$ cat config.mk
export PLATFORM = sky130hd
export DESIGN_NAME = functional_unit
export DESIGN_NICKNAME = d
export VERILOG_FILES = /design/src/rtl/cpu_pkg.sv /design/src/rtl/alu_core.sv /design/src/rtl/functional_unit.sv
export SDC_FILE = /design/constraint.sdc
export NUM_CORES = 1
export LEC_CHECK = 0
export CELL_PAD_IN_SITES_DETAIL_PLACEMENT = 1
export CELL_PAD_IN_SITES_GLOBAL_PLACEMENT = 1
export CORE_AREA = 4 4 178 180
export CTS_BUF_LIST = sky130_fd_sc_hd__clkbuf_16
export CTS_CLUSTER_DIAMETER = 30
export DETAILED_ROUTE_END_ITERATION = 10
export DIE_AREA = 0 0 182 184
export HOLD_SLACK_MARGIN = 0.03
export PLACE_DENSITY_LB_ADDON = 0.15
export SLEW_MARGIN = 20
export SYNTH_ARGS = -nofsm -noshare
export SYNTH_HDL_FRONTEND = slang
export SYNTH_SLANG_ARGS = --single-unit
$ cat constraint.sdc
create_clock -name clk -period 6.22 [get_ports clk]
set_clock_uncertainty 0.1 [all_clocks]
set_input_delay 1.244 -clock clk [delete_from_list [all_inputs] [get_ports clk]]
set_output_delay 1.244 -clock clk [all_outputs]
set_load 0.02 [all_outputs]
$ cat src/rtl/cpu_pkg.sv
// rtl/cpu_pkg.sv - shared core widths and ALU operation encodings
package cpu_pkg;

  localparam int DATA_W = 32;
  localparam int TAG_W  = 6;
  localparam int ROB_W  = 6;

  localparam logic [3:0] ALU_ADD  = 4'd0;
  localparam logic [3:0] ALU_SUB  = 4'd1;
  localparam logic [3:0] ALU_AND  = 4'd2;
  localparam logic [3:0] ALU_OR   = 4'd3;
  localparam logic [3:0] ALU_XOR  = 4'd4;
  localparam logic [3:0] ALU_SLL  = 4'd5;
  localparam logic [3:0] ALU_SRL  = 4'd6;
  localparam logic [3:0] ALU_SRA  = 4'd7;
  localparam logic [3:0] ALU_SLT  = 4'd8;
  localparam logic [3:0] ALU_SLTU = 4'd9;
  localparam logic [3:0] ALU_LUI  = 4'd10;

endpackage

$ cat src/rtl/alu_core.sv
// rtl/alu_core.sv - combinational integer ALU, (op, a, b) -> result
module alu_core
  import cpu_pkg::*;
(
  input  logic [3:0]        op,
  input  logic [DATA_W-1:0] a,
  input  logic [DATA_W-1:0] b,
  output logic [DATA_W-1:0] result
);

  logic [4:0] shamt;
  assign shamt = b[4:0];

  always_comb begin
    result = '0;
    case (op)
      ALU_ADD:  result = a + b;
      ALU_SUB:  result = a - b;
      ALU_AND:  result = a & b;
      ALU_OR:   result = a | b;
      ALU_XOR:  result = a ^ b;
      ALU_SLL:  result = a << shamt;
      ALU_SRL:  result = a >> shamt;
      ALU_SRA:  result = $signed(a) >>> shamt;
      ALU_SLT:  result = {{(DATA_W-1){1'b0}}, $signed(a) < $signed(b)};
      ALU_SLTU: result = {{(DATA_W-1){1'b0}}, a < b};
      ALU_LUI:  result = b;
      // reserved encodings deliberately produce zero
      default:  result = '0;
    endcase
  end

endmodule

$ cat src/rtl/functional_unit.sv
// rtl/functional_unit.sv - non-pipelined integer execute unit with fixed-latency tagged wakeup
module functional_unit #(
  parameter int LATENCY = 1,
  parameter int DATA_W  = cpu_pkg::DATA_W,
  parameter int TAG_W   = cpu_pkg::TAG_W,
  parameter int ROB_W   = cpu_pkg::ROB_W
) (
  input  logic              clk,
  input  logic              reset,
  input  logic              write_enable,
  input  logic [3:0]        ALUControl,
  input  logic              ALUSrc,
  input  logic              is_for_lsq,
  input  logic [DATA_W-1:0] imm,
  input  logic [DATA_W-1:0] rs1_value,
  input  logic [DATA_W-1:0] rs2_value,
  input  logic [TAG_W-1:0]  tag_to_output,
  input  logic [ROB_W-1:0]  rob_index,
  output logic              is_available,
  output logic              wakeup_active,
  output logic [ROB_W-1:0]  wakeup_rob_index,
  output logic [TAG_W-1:0]  wakeup_tag,
  output logic [DATA_W-1:0] wakeup_value,
  output logic              lsq_wakeup_active,
  output logic [ROB_W-1:0]  lsq_wakeup_rob_index,
  output logic [DATA_W-1:0] lsq_wakeup_value
);

  localparam logic [1:0] CNT_INIT = 2'(LATENCY - 1);

  logic [DATA_W-1:0] operand_b;
  logic [DATA_W-1:0] alu_result;
  logic [DATA_W-1:0] issue_value;
  logic              accept;

  logic              busy_d, busy_q;
  logic [1:0]        cnt_d, cnt_q;
  logic [DATA_W-1:0] hold_value_d, hold_value_q;
  logic [TAG_W-1:0]  hold_tag_d, hold_tag_q;
  logic [ROB_W-1:0]  hold_rob_d, hold_rob_q;
  logic              hold_lsq_d, hold_lsq_q;

  logic              fire;
  logic [DATA_W-1:0] fire_value;
  logic [TAG_W-1:0]  fire_tag;
  logic [ROB_W-1:0]  fire_rob;
  logic              fire_lsq;

  logic              wake_act_d, wake_act_q;
  logic [ROB_W-1:0]  wake_rob_d, wake_rob_q;
  logic [TAG_W-1:0]  wake_tag_d, wake_tag_q;
  logic [DATA_W-1:0] wake_val_d, wake_val_q;
  logic              lsq_act_d, lsq_act_q;
  logic [ROB_W-1:0]  lsq_rob_d, lsq_rob_q;
  logic [DATA_W-1:0] lsq_val_d, lsq_val_q;

  assign operand_b = ALUSrc ? imm : rs2_value;

  alu_core u_alu (
    .op     (ALUControl),
    .a      (rs1_value),
    .b      (operand_b),
    .result (alu_result)
  );

  // Result is computed at accept and held; operands never change while in flight.
  always_comb begin
    issue_value = '0;
    if (is_for_lsq)
      issue_value = rs1_value + imm;
    else if (tag_to_output != '0)
      issue_value = alu_result;
  end

  assign is_available = !busy_q;
  assign accept       = write_enable && is_available;

  always_comb begin
    busy_d       = busy_q;
    cnt_d        = cnt_q;
    hold_value_d = hold_value_q;
    hold_tag_d   = hold_tag_q;
    hold_rob_d   = hold_rob_q;
    hold_lsq_d   = hold_lsq_q;
    fire         = 1'b0;
    fire_value   = hold_value_q;
    fire_tag     = hold_tag_q;
    fire_rob     = hold_rob_q;
    fire_lsq     = hold_lsq_q;
    if (LATENCY == 1) begin
      if (accept) begin
        fire       = 1'b1;
        fire_value = issue_value;
        fire_tag   = tag_to_output;
        fire_rob   = rob_index;
        fire_lsq   = is_for_lsq;
      end
    end else begin
      if (busy_q) begin
        if (cnt_q == 2'd1) begin
          fire   = 1'b1;
          busy_d = 1'b0;
        end else begin
          cnt_d = cnt_q - 2'd1;
        end
      end
      if (accept) begin
        busy_d       = 1'b1;
        cnt_d        = CNT_INIT;
        hold_value_d = issue_value;
        hold_tag_d   = tag_to_output;
        hold_rob_d   = rob_index;
        hold_lsq_d   = is_for_lsq;
      end
    end
  end

  always_comb begin
    wake_act_d = fire && !fire_lsq;
    wake_rob_d = wake_act_d ? fire_rob : '0;
    wake_tag_d = wake_act_d ? fire_tag : '0;
    wake_val_d = wake_act_d ? fire_value : '0;
    lsq_act_d  = fire && fire_lsq;
    lsq_rob_d  = lsq_act_d ? fire_rob : '0;
    lsq_val_d  = lsq_act_d ? fire_value : '0;
  end

  always_ff @(posedge clk or posedge reset) begin
    if (reset) begin
      busy_q       <= 1'b0;
      cnt_q        <= '0;
      hold_value_q <= '0;
      hold_tag_q   <= '0;
      hold_rob_q   <= '0;
      hold_lsq_q   <= 1'b0;
      wake_act_q   <= 1'b0;
      wake_rob_q   <= '0;
      wake_tag_q   <= '0;
      wake_val_q   <= '0;
      lsq_act_q    <= 1'b0;
      lsq_rob_q    <= '0;
      lsq_val_q    <= '0;
    end else begin
      busy_q       <= busy_d;
      cnt_q        <= cnt_d;
      hold_value_q <= hold_value_d;
      hold_tag_q   <= hold_tag_d;
      hold_rob_q   <= hold_rob_d;
      hold_lsq_q   <= hold_lsq_d;
      wake_act_q   <= wake_act_d;
      wake_rob_q   <= wake_rob_d;
      wake_tag_q   <= wake_tag_d;
      wake_val_q   <= wake_val_d;
      lsq_act_q    <= lsq_act_d;
      lsq_rob_q    <= lsq_rob_d;
      lsq_val_q    <= lsq_val_d;
    end
  end

  assign wakeup_active        = wake_act_q;
  assign wakeup_rob_index     = wake_rob_q;
  assign wakeup_tag           = wake_tag_q;
  assign wakeup_value         = wake_val_q;
  assign lsq_wakeup_active    = lsq_act_q;
  assign lsq_wakeup_rob_index = lsq_rob_q;
  assign lsq_wakeup_value     = lsq_val_q;

endmodule

==> impl_results.md, run 1 <==
* CTS resizes at 0
* Syn Area/Cell at 7.50 µm²
* Final setup fails at 0
* Gate Count Post-Synth at 1795
* I/O pin total at about 200
* TritonRoute pass-1 iters at 6
* Inserted Clock Buffers at 9
* Final core utilization at 0.532
* Initial antenna violation count at 2
* Commonest cells post-synth: 182 x a21oi_1, 180 x nand2_1, 180 x nor2_1, 135 x ha_1, 103 x o21ai_0
* Initial DRC Count at 1861
* Mapped Area at 13500 µm²
* Setup Fix Bufs, Post-CTS at 0
* Crit-path max FO at 6
* Nets@finish at 2189
* Leak at 6.98 nW
* Pins Over Slew Limit at 0
* Root Buffer: clkbuf_16
* Fillers at 3775
* Setup crit start: rs1_value[0]
* First-pass GRT wire length at 104000 µm
* Vias in the first global route at 16400
* CP startpoint kind: primary input
* Clk network pwr share at 0.223
* Synthesized Nets at 2050
* Synth Warn # at 0
* Final ANT Viol Nets at 0
* P_int at 0.00146 W
* GR Layer Usage met3 at 0.0821
* Final setup TNS at 0 ps
* Minimum hold slack at 1160 ps
* Gpl congestion at 1.09
* Synth top area share at 0.156
* Hold Violations, Final at 0
* Row count at 64
* CTS tree: done
* Hold Crit Class: primary input to async pin
* Core area at 30200 µm²
* Worst Tran Pin Value at 1230 ps
* Crit. End Element: flip-flop
* Starting Density at 0.446
* Die ar. at roughly 33000 µm²
* Pwr dens at 174 nW/µm²
* Longest Clk Path Bufs at 2
* Psw at 0.00132 W
* Sequential share of power at 0.211
* H-tree depth at 3
* Slew margin rel. at 0.175
* Met2 usage at 0.670
* Share of layout cells above drive strength 1 at 0.0779
* I/O Buffers at 200
* Die width at 182 µm
* Met1 GRT Util at 0.479
* Synth cell types at ~100
* Detailed placer's ending HPWL at 54100 µm
* Overflow after GRT at 0
* CP Capture Point: lsq_wakeup_value[30]
* Crit Path Category: primary input to flip-flop
* Hold Buf Count CTS at 0
* Data arrival, critical path at 5380 ps
* Largest net degree at the start of global routing at 60
* Synth-to-layout area growth at 19.3%
* Async SR Flop Fraction at 1.00
* Comb pwr share at 0.567
* Critical Path RT at 6410 ps
* Residual DRC at 0
* Synthesized flop and latch total at 84
* Post-synth EDFFs at 0
* Fin crit period at 5190 ps
* Leading area contributor after synthesis: dfrtp_1
* Peak VDD IR at 0.137 mV
* Sw frac at 0.475
* Total track usage at 0.405
* Clock-pin slew on the worst setup and hold paths at approximately 90 ps
* Area contributors post-synth: dfrtp_1 16%, ha_1 13%, a21oi_1 6.8%, mux2i_1 6.1%, nand2_1 5.0%
* RSZ-0062 raised after global routing: no
* Die Y at 184 µm
* Num Clock Sinks at 84
* Top Usage Layer GRT: met2
* Fmax at around 0.19 GHz
* Vias per cell at 6.84
* WL/cell at 29.7 µm
* Dominant synthesized flop cell: dfrtp_1
* Count leader, synth: a21oi_1
* Vias at 16000
* Seq/Total Area, Yosys at 0.156
* Max Cap Violations at 0
* Part of the cycle the worst path needs at 0.834
* Status: finished clean
* Routed WL at 69500 µm
stage by stage:
stage          cell area (µm²)  power [W]  setup WS (ps)  cells
4_1_cts                  16100    0.00276           1200   2335
2_1_floorplan            13500    0.00155            981   1795
6_report                 16100    0.00279           1030   2337
5_1_grt                  16100    0.00292            867   2335
3_3_place_gp             15700    0.00208            873   2319
3_5_place_dp             15700    0.00212            825   2319
cells by family (layout without fill, tap and decap cells):
kind of cell / Yosys count / after routing / synth area share
and+or+nand+nor: 549 / 549 / 0.186
muxes: 119 / 119 / 0.112
adders and majority gates: 138 / 138 / 0.130
DFF: 84 / 84 / 0.156
xor gates and xnor gates: 29 / 29 / 0.0189
AOI/OAI and AO/OA: 645 / 645 / 0.318
buffers and inverters: 230 / 374 / 0.0793
other: 1 / 3 / 0.000279
final cells by class:
cell class,instances,area [µm²],area share
Clock buffer,9,225,0.0140
Timing Repair Buffer,254,2410,0.150
Clock inverter,7,86.3,0.00538
Multi-Input combinational cell,1481,10300,0.644
Tap cell,396,495,0.0309
Inverter,104,395,0.0246
Antenna cell,2,5.00,0.000312
Sequential cell,84,2100,0.131
cells in the final DEF (no fill, tap or decap), types with 16 or more instances in the layout:
master	n
ha_1	135
o211ai_1	40
dfrtp_1	84
nor3_1	33
a31oi_1	34
a21o_1	25
and3_1	23
mux2i_1	80
mux4_2	21
a211oi_1	44
a21oi_1	182
o21ai_0	103
nand3_1	30
and2_1	25
nor2_1	180
xnor2_1	16
clkdlybuf4s50_1	199
o22ai_1	38
o21bai_1	18
buf_4	53
nand2_1	179
inv_1	99
registers in the layout (all words and copies together), names as in the netlist:
name	count
wakeup_rob_index	6
lsq_wakeup_rob_index	6
wakeup_value	32
wakeup_tag	6
lsq_wakeup_active	1
wakeup_active	1
lsq_wakeup_value	32
power groups by stage:
stage	Combinational [W]	Clock [W]	Sequential, W
finish	0.00158	0.000620	0.000587
global placement	0.00148	0	0.000596
global route	0.00167	0.000656	0.000590
detailed placement	0.00152	0	0.000598
floorplan	0.000914	0	0.000638
CTS	0.00153	0.000635	0.000587
worst min path at each step:
stage                 start                    to  slack, ps  cells after the start
2_1_floorplan  rob_index[0]   wakeup_rob_index[0]       1270                      1
3_3_place_gp          reset   lsq_wakeup_value[1]       1550                      2
3_5_place_dp          reset  lsq_wakeup_value[19]       1610                      2
4_1_cts               reset  lsq_wakeup_value[18]       1180                      2
5_1_grt               reset  lsq_wakeup_value[18]       1220                      2
6_report              reset  lsq_wakeup_value[18]       1160                      2
per-layer routing:
metal | wire length (µm) | part of all wire
met5 | 28 | 0.00040
met4 | 5400 | 0.078
met3 | 5970 | 0.086
met2 | 32200 | 0.46
met1 | 25900 | 0.37
critical path, stage by stage:
cell,delay (ps)
clkdlybuf4s50_1,610
ha_1,350
fa_1,460
a211oi_2,250
o21bai_1,110
a21o_1,230
a311oi_2,500
o32ai_1,290
o221ai_1,460
o21ai_1,200
o21ai_0,330
nand3_1,120
a21oi_1,200
Note: power is estimated with default switching activity, not from simulation.
==> run 2, diff against run 1 <==
--- a/config.mk
+++ b/config.mk
@@ -7,11 +7,11 @@
 export LEC_CHECK = 0
 export CELL_PAD_IN_SITES_DETAIL_PLACEMENT = 1
 export CELL_PAD_IN_SITES_GLOBAL_PLACEMENT = 1
-export CORE_AREA = 4 4 178 180
+export CORE_AREA = 4 4 187 189
 export CTS_BUF_LIST = sky130_fd_sc_hd__clkbuf_16
 export CTS_CLUSTER_DIAMETER = 30
 export DETAILED_ROUTE_END_ITERATION = 10
-export DIE_AREA = 0 0 182 184
+export DIE_AREA = 0 0 191 193
 export HOLD_SLACK_MARGIN = 0.03
 export PLACE_DENSITY_LB_ADDON = 0.15
 export SLEW_MARGIN = 20
==> constraint.sdc (replaced) <==
create_clock -name clk -period 4.9 [get_ports clk]
set_clock_uncertainty 0.1 [all_clocks]
set_input_delay 0.98 -clock clk [delete_from_list [all_inputs] [get_ports clk]]
set_output_delay 0.98 -clock clk [all_outputs]
set_load 0.02 [all_outputs]
==> impl_results.md, run 2 (synthesized netlist as in run 1, its figures left out) <==
* Status: finished clean
* Starting Density at 0.404
* CTS resizes at 0
* Placed Cells at 2503
* CP startpoint kind: primary input
* Vias in the first global route at 16900
* RSZ-0062 raised after global routing: no
* H-tree depth at 3
* Hold Crit Class: primary input to async pin
* Most frequent cells in the layout: 199 x clkdlybuf4s50_1, 182 x a21oi_1, 181 x buf_4
* Setup Fix Bufs, Post-CTS at 0
* Critical Path RT at 5020 ps
* Setup ws final at approximately 350 ps
* Dpl ws at 54.1 ps
* TritonRoute pass-1 iters at 6
* Hold Buf Count CTS at 0
* Fillers at approximately 4200
* Total track usage at 0.386
* Final ANT Viol Nets at 0
* Vias at 16400
* Die ar. at 36900 µm²
* Root Buffer: clkbuf_16
* Row count at between 60 and 70
* Routed WL at 72300 µm
* Synth-to-layout area growth at 27.5%
* Worst Tran Pin Value at 898 ps
* WL/cell at 28.7 µm
* Crit. End Element: flip-flop
* Setup crit start: imm[0]
* Commonest non-fill, non-tap cell in the layout: clkdlybuf4s50_1
* Total power at ~0.0037 W
* Share of layout cells above drive strength 1 at 0.137
* Inserted Clock Buffers at 9
* Hold Violations, Final at 0
* Register area at 2100 µm²
* I/O pin total at 202
* Initial antenna violation count at 1
* Max Cap Violations at 0
* Num Clock Sinks at 84
* Pins Over Slew Limit at 0
* Data arrival, critical path at 4670 ps
* Longest Clk Path Bufs at 2
* Detailed placer's ending HPWL at 56800 µm
* Leak at 7.62 nW
* Residual DRC at 0
* I/O Buffers at 200
* CTS tree: done
* Slew margin rel. at 0.400
* Initial DRC Count at approximately 1600
* Fin crit period at 4550 ps
* Part of the cycle the worst path needs at 0.928
* Peak VDD IR at 0.194 mV
* Pwr dens at 216 nW/µm²
* Overflow after GRT at 0
* Diodes inserted at 0
* Nets@finish at ~2300
* Final setup fails at 0
* Finished Layout Cells at 2519
* Die Y at 193 µm
* Final setup TNS at 0 ps
* Die width at 191 µm
* Area of the multi-input gates at 10300 µm²
* Crit Path Category: primary input to flip-flop
* Minimum hold slack at 983 ps
* Fmax at 0.220 GHz
* Vias per cell at 6.53
* Gpl congestion at 1.05
* Core area at 33300 µm²
* Clock-pin slew on the worst setup and hold paths at around 90 ps
* First-pass GRT wire length at between 100000 and 150000 µm
* Largest net degree at the start of global routing at 80
* Crit-path max FO at 3
## run 2: cell count changes in the layout (fill, tap and decap cells not counted), sizes merged
| cell | previous run | this run |
|---|---|---|
| buf | 55 | 187 |
| bufinv | 1 | 0 |
| diode | 2 | 0 |
| inv | 108 | 107 |
| clkinv | 1 | 4 |
| clkinvlp | 1 | 0 |
## run 2: cell type report
cell class / instances / share of cell area
clock buffer: 9 / 0.0131
clock inverter: 7 / 0.00445
inverter: 104 / 0.0231
multi-input combinational: 1481 / 0.603
sequential: 84 / 0.123
tap: 448 / 0.0327
timing repair buffer: 386 / 0.201
## run 2: worst max-delay path by stage
stage | end | slack, ps | cells after the start
finish | lsq_wakeup_value[30] | 350 | 14
floorplan | wakeup_value[30] | 40 | 17
CTS | lsq_wakeup_value[30] | 410 | 14
detailed placement | lsq_wakeup_value[30] | 50 | 14
global route | lsq_wakeup_value[20] | 140 | 14
global placement | wakeup_value[16] | 90 | 17
## run 2: stage by stage
stage                      util  instance area [µm²]
after floorplan               -                13500
after global placement    0.506                16800
after detailed placement  0.506                16800
after CTS                 0.515                17200
after global routing      0.515                17200
final                     0.515                17200
## run 2: power breakdown
part | switching (W) | internal, W
sequential | 0.0000114 | 0.000732
clock | 0.000396 | 0.000364
combinational | 0.00135 | 0.000850
total | 0.00175 | 0.00195
## run 2: critical path, stage by stage
cell,delay (ps)
clkdlybuf4s50_1,470
buf_4,160
ha_1,240
fa_1,450
a211oi_2,250
o21bai_1,110
a21o_1,230
a311oi_2,460
o32ai_1,280
o221ai_1,350
o21ai_1,180
o21ai_0,280
a21o_1,160
a21oi_1,60
## run 2: layer usage
metal	vias up	GRT usage	share of wire	routed length, µm
met5	-	0	0	0
met2	837	0.652	0.47	34100
met1	8136	0.454	0.38	27200
met4	0	0.253	0.079	5740
met3	286	0.0672	0.073	5260
li1	7180	-	-	-
==> run 3, diff against run 2 <==
--- a/config.mk
+++ b/config.mk
@@ -14,6 +14,7 @@
 export DIE_AREA = 0 0 191 193
 export HOLD_SLACK_MARGIN = 0.03
 export PLACE_DENSITY_LB_ADDON = 0.15
+export SETUP_SLACK_MARGIN = 0.5
 export SLEW_MARGIN = 20
 export SYNTH_ARGS = -nofsm -noshare
 export SYNTH_HDL_FRONTEND = slang
==> impl_results.md, run 3 (synthesized netlist as in run 1, its figures left out) <==
* Status: finished clean
* Hold Violations, Final at 0
* Vias at 16500
* Clock-pin slew on the worst setup and hold paths at 100 ps
* H-tree depth at 3
* Core area at 33300 µm²
* Most frequent cells in the layout: 197 x clkdlybuf4s50_1, 182 x buf_4, 181 x a21oi_1
* I/O Buffers at 200
* Detailed placer's ending HPWL at 56300 µm
* Fmax at 0.232 GHz
* Root Buffer: clkbuf_16
* WL/cell at 28.6 µm
* Total track usage at 0.384
* Final setup fails at 0
* Setup ws final at 585 ps
* Clk network pwr share at 0.206
* Vias in the first global route at roughly 17000
* TritonRoute pass-1 iters at 6
* Sw frac at 0.474
* Initial DRC Count at 1650
* CTS tree: done
* Sequential share of power at 0.200
* Pwr dens at 215 nW/µm²
* Leak at 7.69 nW
* Initial antenna violation count at 0
* P_int at 0.00196 W
* Residual DRC at 0
* Psw at 0.00177 W
* Data arrival, critical path at approximately 4500 ps
* Met2 usage at 0.647
* Hold Crit Class: primary input to async pin
* Top Usage Layer GRT: met2
* Crit Path Category: primary input to flip-flop
* Worst Tran Pin Value at 912 ps
* Commonest non-fill, non-tap cell in the layout: clkdlybuf4s50_1
* RSZ-0062 raised after global routing: yes
* Crit-path max FO at 11
* GR Layer Usage met3 at 0.0583
* Peak VDD IR at 0.182 mV
* Longest Clk Path Bufs at 2
* Synth-to-layout area growth at 28.9%
* Slew margin rel. at 0.391
* Critical Path RT at 5090 ps
* Inserted Clock Buffers at 9
* Hold Buf Count CTS at 0
* Max Cap Violations at 0
* Starting Density at 0.404
* Part of the cycle the worst path needs at 0.881
* Dpl ws at around 13 ps
* Largest net degree at the start of global routing at 80
* Final setup TNS at 0 ps
* Num Clock Sinks at 84
* Nets@finish at 2325
* Met1 GRT Util at 0.445
* Gpl congestion at between 1 and 1.5
* Die Y at 193 µm
* Vias per cell at ~6.5
* First-pass GRT wire length at 107000 µm
* Die ar. at 36900 µm²
* Final ANT Viol Nets at 0
* Comb pwr share at 0.594
* Share of layout cells above drive strength 1 at 0.146
* Die width at 191 µm
* Crit. End Element: flip-flop
* CP startpoint kind: primary input
* Pins Over Slew Limit at 0
* Fin crit period at between 4000 and 5000 ps
* Minimum hold slack at 1010 ps
* Overflow after GRT at 0
* Row count at 67
* Routed WL at 72200 µm
* I/O pin total at 202
run 3: cell types whose count changed in the layout (fill, tap and decap cells not counted), sizes merged:
cell and change:
buf +4, clkdlybuf4s50 -2, clkinvlp +1, diode +1
dlymetal6s2s +2, inv -1
run 3: power by group through the flow:
stage / sequential, W / clock [W] / combinational, W
floorplan: 0.000810 / 0 / 0.00118
global placement: 0.000757 / 0 / 0.00208
detailed placement: 0.000760 / 0 / 0.00212
CTS: 0.000746 / 0.000779 / 0.00214
global route: 0.000749 / 0.000802 / 0.00234
finish: 0.000745 / 0.000769 / 0.00222
run 3: final cells by class:
| type | instances | area, µm² |
|---|---|---|
| fill | 4123 | 15900 |
| multi-input combinational | 1481 | 10500 |
| timing repair buffer | 390 | 3520 |
| sequential | 84 | 2100 |
| tap | 448 | 561 |
| inverter | 104 | 399 |
| clock buffer | 9 | 225 |
| clock inverter | 7 | 76.3 |
| antenna | 1 | 2.50 |
run 3: final timing paths:
kind                               from                   end
max in group asynchronous         reset      wakeup_value[11]
min in group clk           rob_index[4]   wakeup_rob_index[4]
max                              ALUSrc      wakeup_value[27]
min                               reset  lsq_wakeup_value[18]
run 3: repair_timing:
action	in CTS	in global routing
endpoints found under the setup margin	8	19
hold endpoints to repair	0	0
pin swaps	0	8
gates resized for setup	3	24
buffers inserted	0	1
run 3: worst max-delay path, cell delays in order:
cell,delay [ps]
buf_6,170
buf_4,180
buf_4,130
mux2i_1,400
ha_1,400
or4_1,590
a21oi_1,300
a2bb2oi_4,210
a31oi_1,100
buf_4,160
o41ai_2,310
buf_4,190
o211ai_1,80
a22oi_1,200
nor2_1,70
run 3: metal layers:
metal	up-vias	routed length [µm]
li1	7178	-
met1	8102	27100
met2	874	33300
met3	321	5110
met4	0	6660
met5	-	0
run 3: metrics by stage:
stage / area, µm² / utilization / cells / total power [W]
after detailed placement: 16900 / 0.509 / 2506 / 0.00288
after global placement: 16900 / 0.509 / 2506 / 0.00284
after global routing: 17300 / 0.521 / 2523 / 0.00390
final: 17400 / 0.521 / 2524 / 0.00373
after floorplan: 13600 / - / 1795 / 0.00199
after CTS: 17300 / 0.518 / 2522 / 0.00367
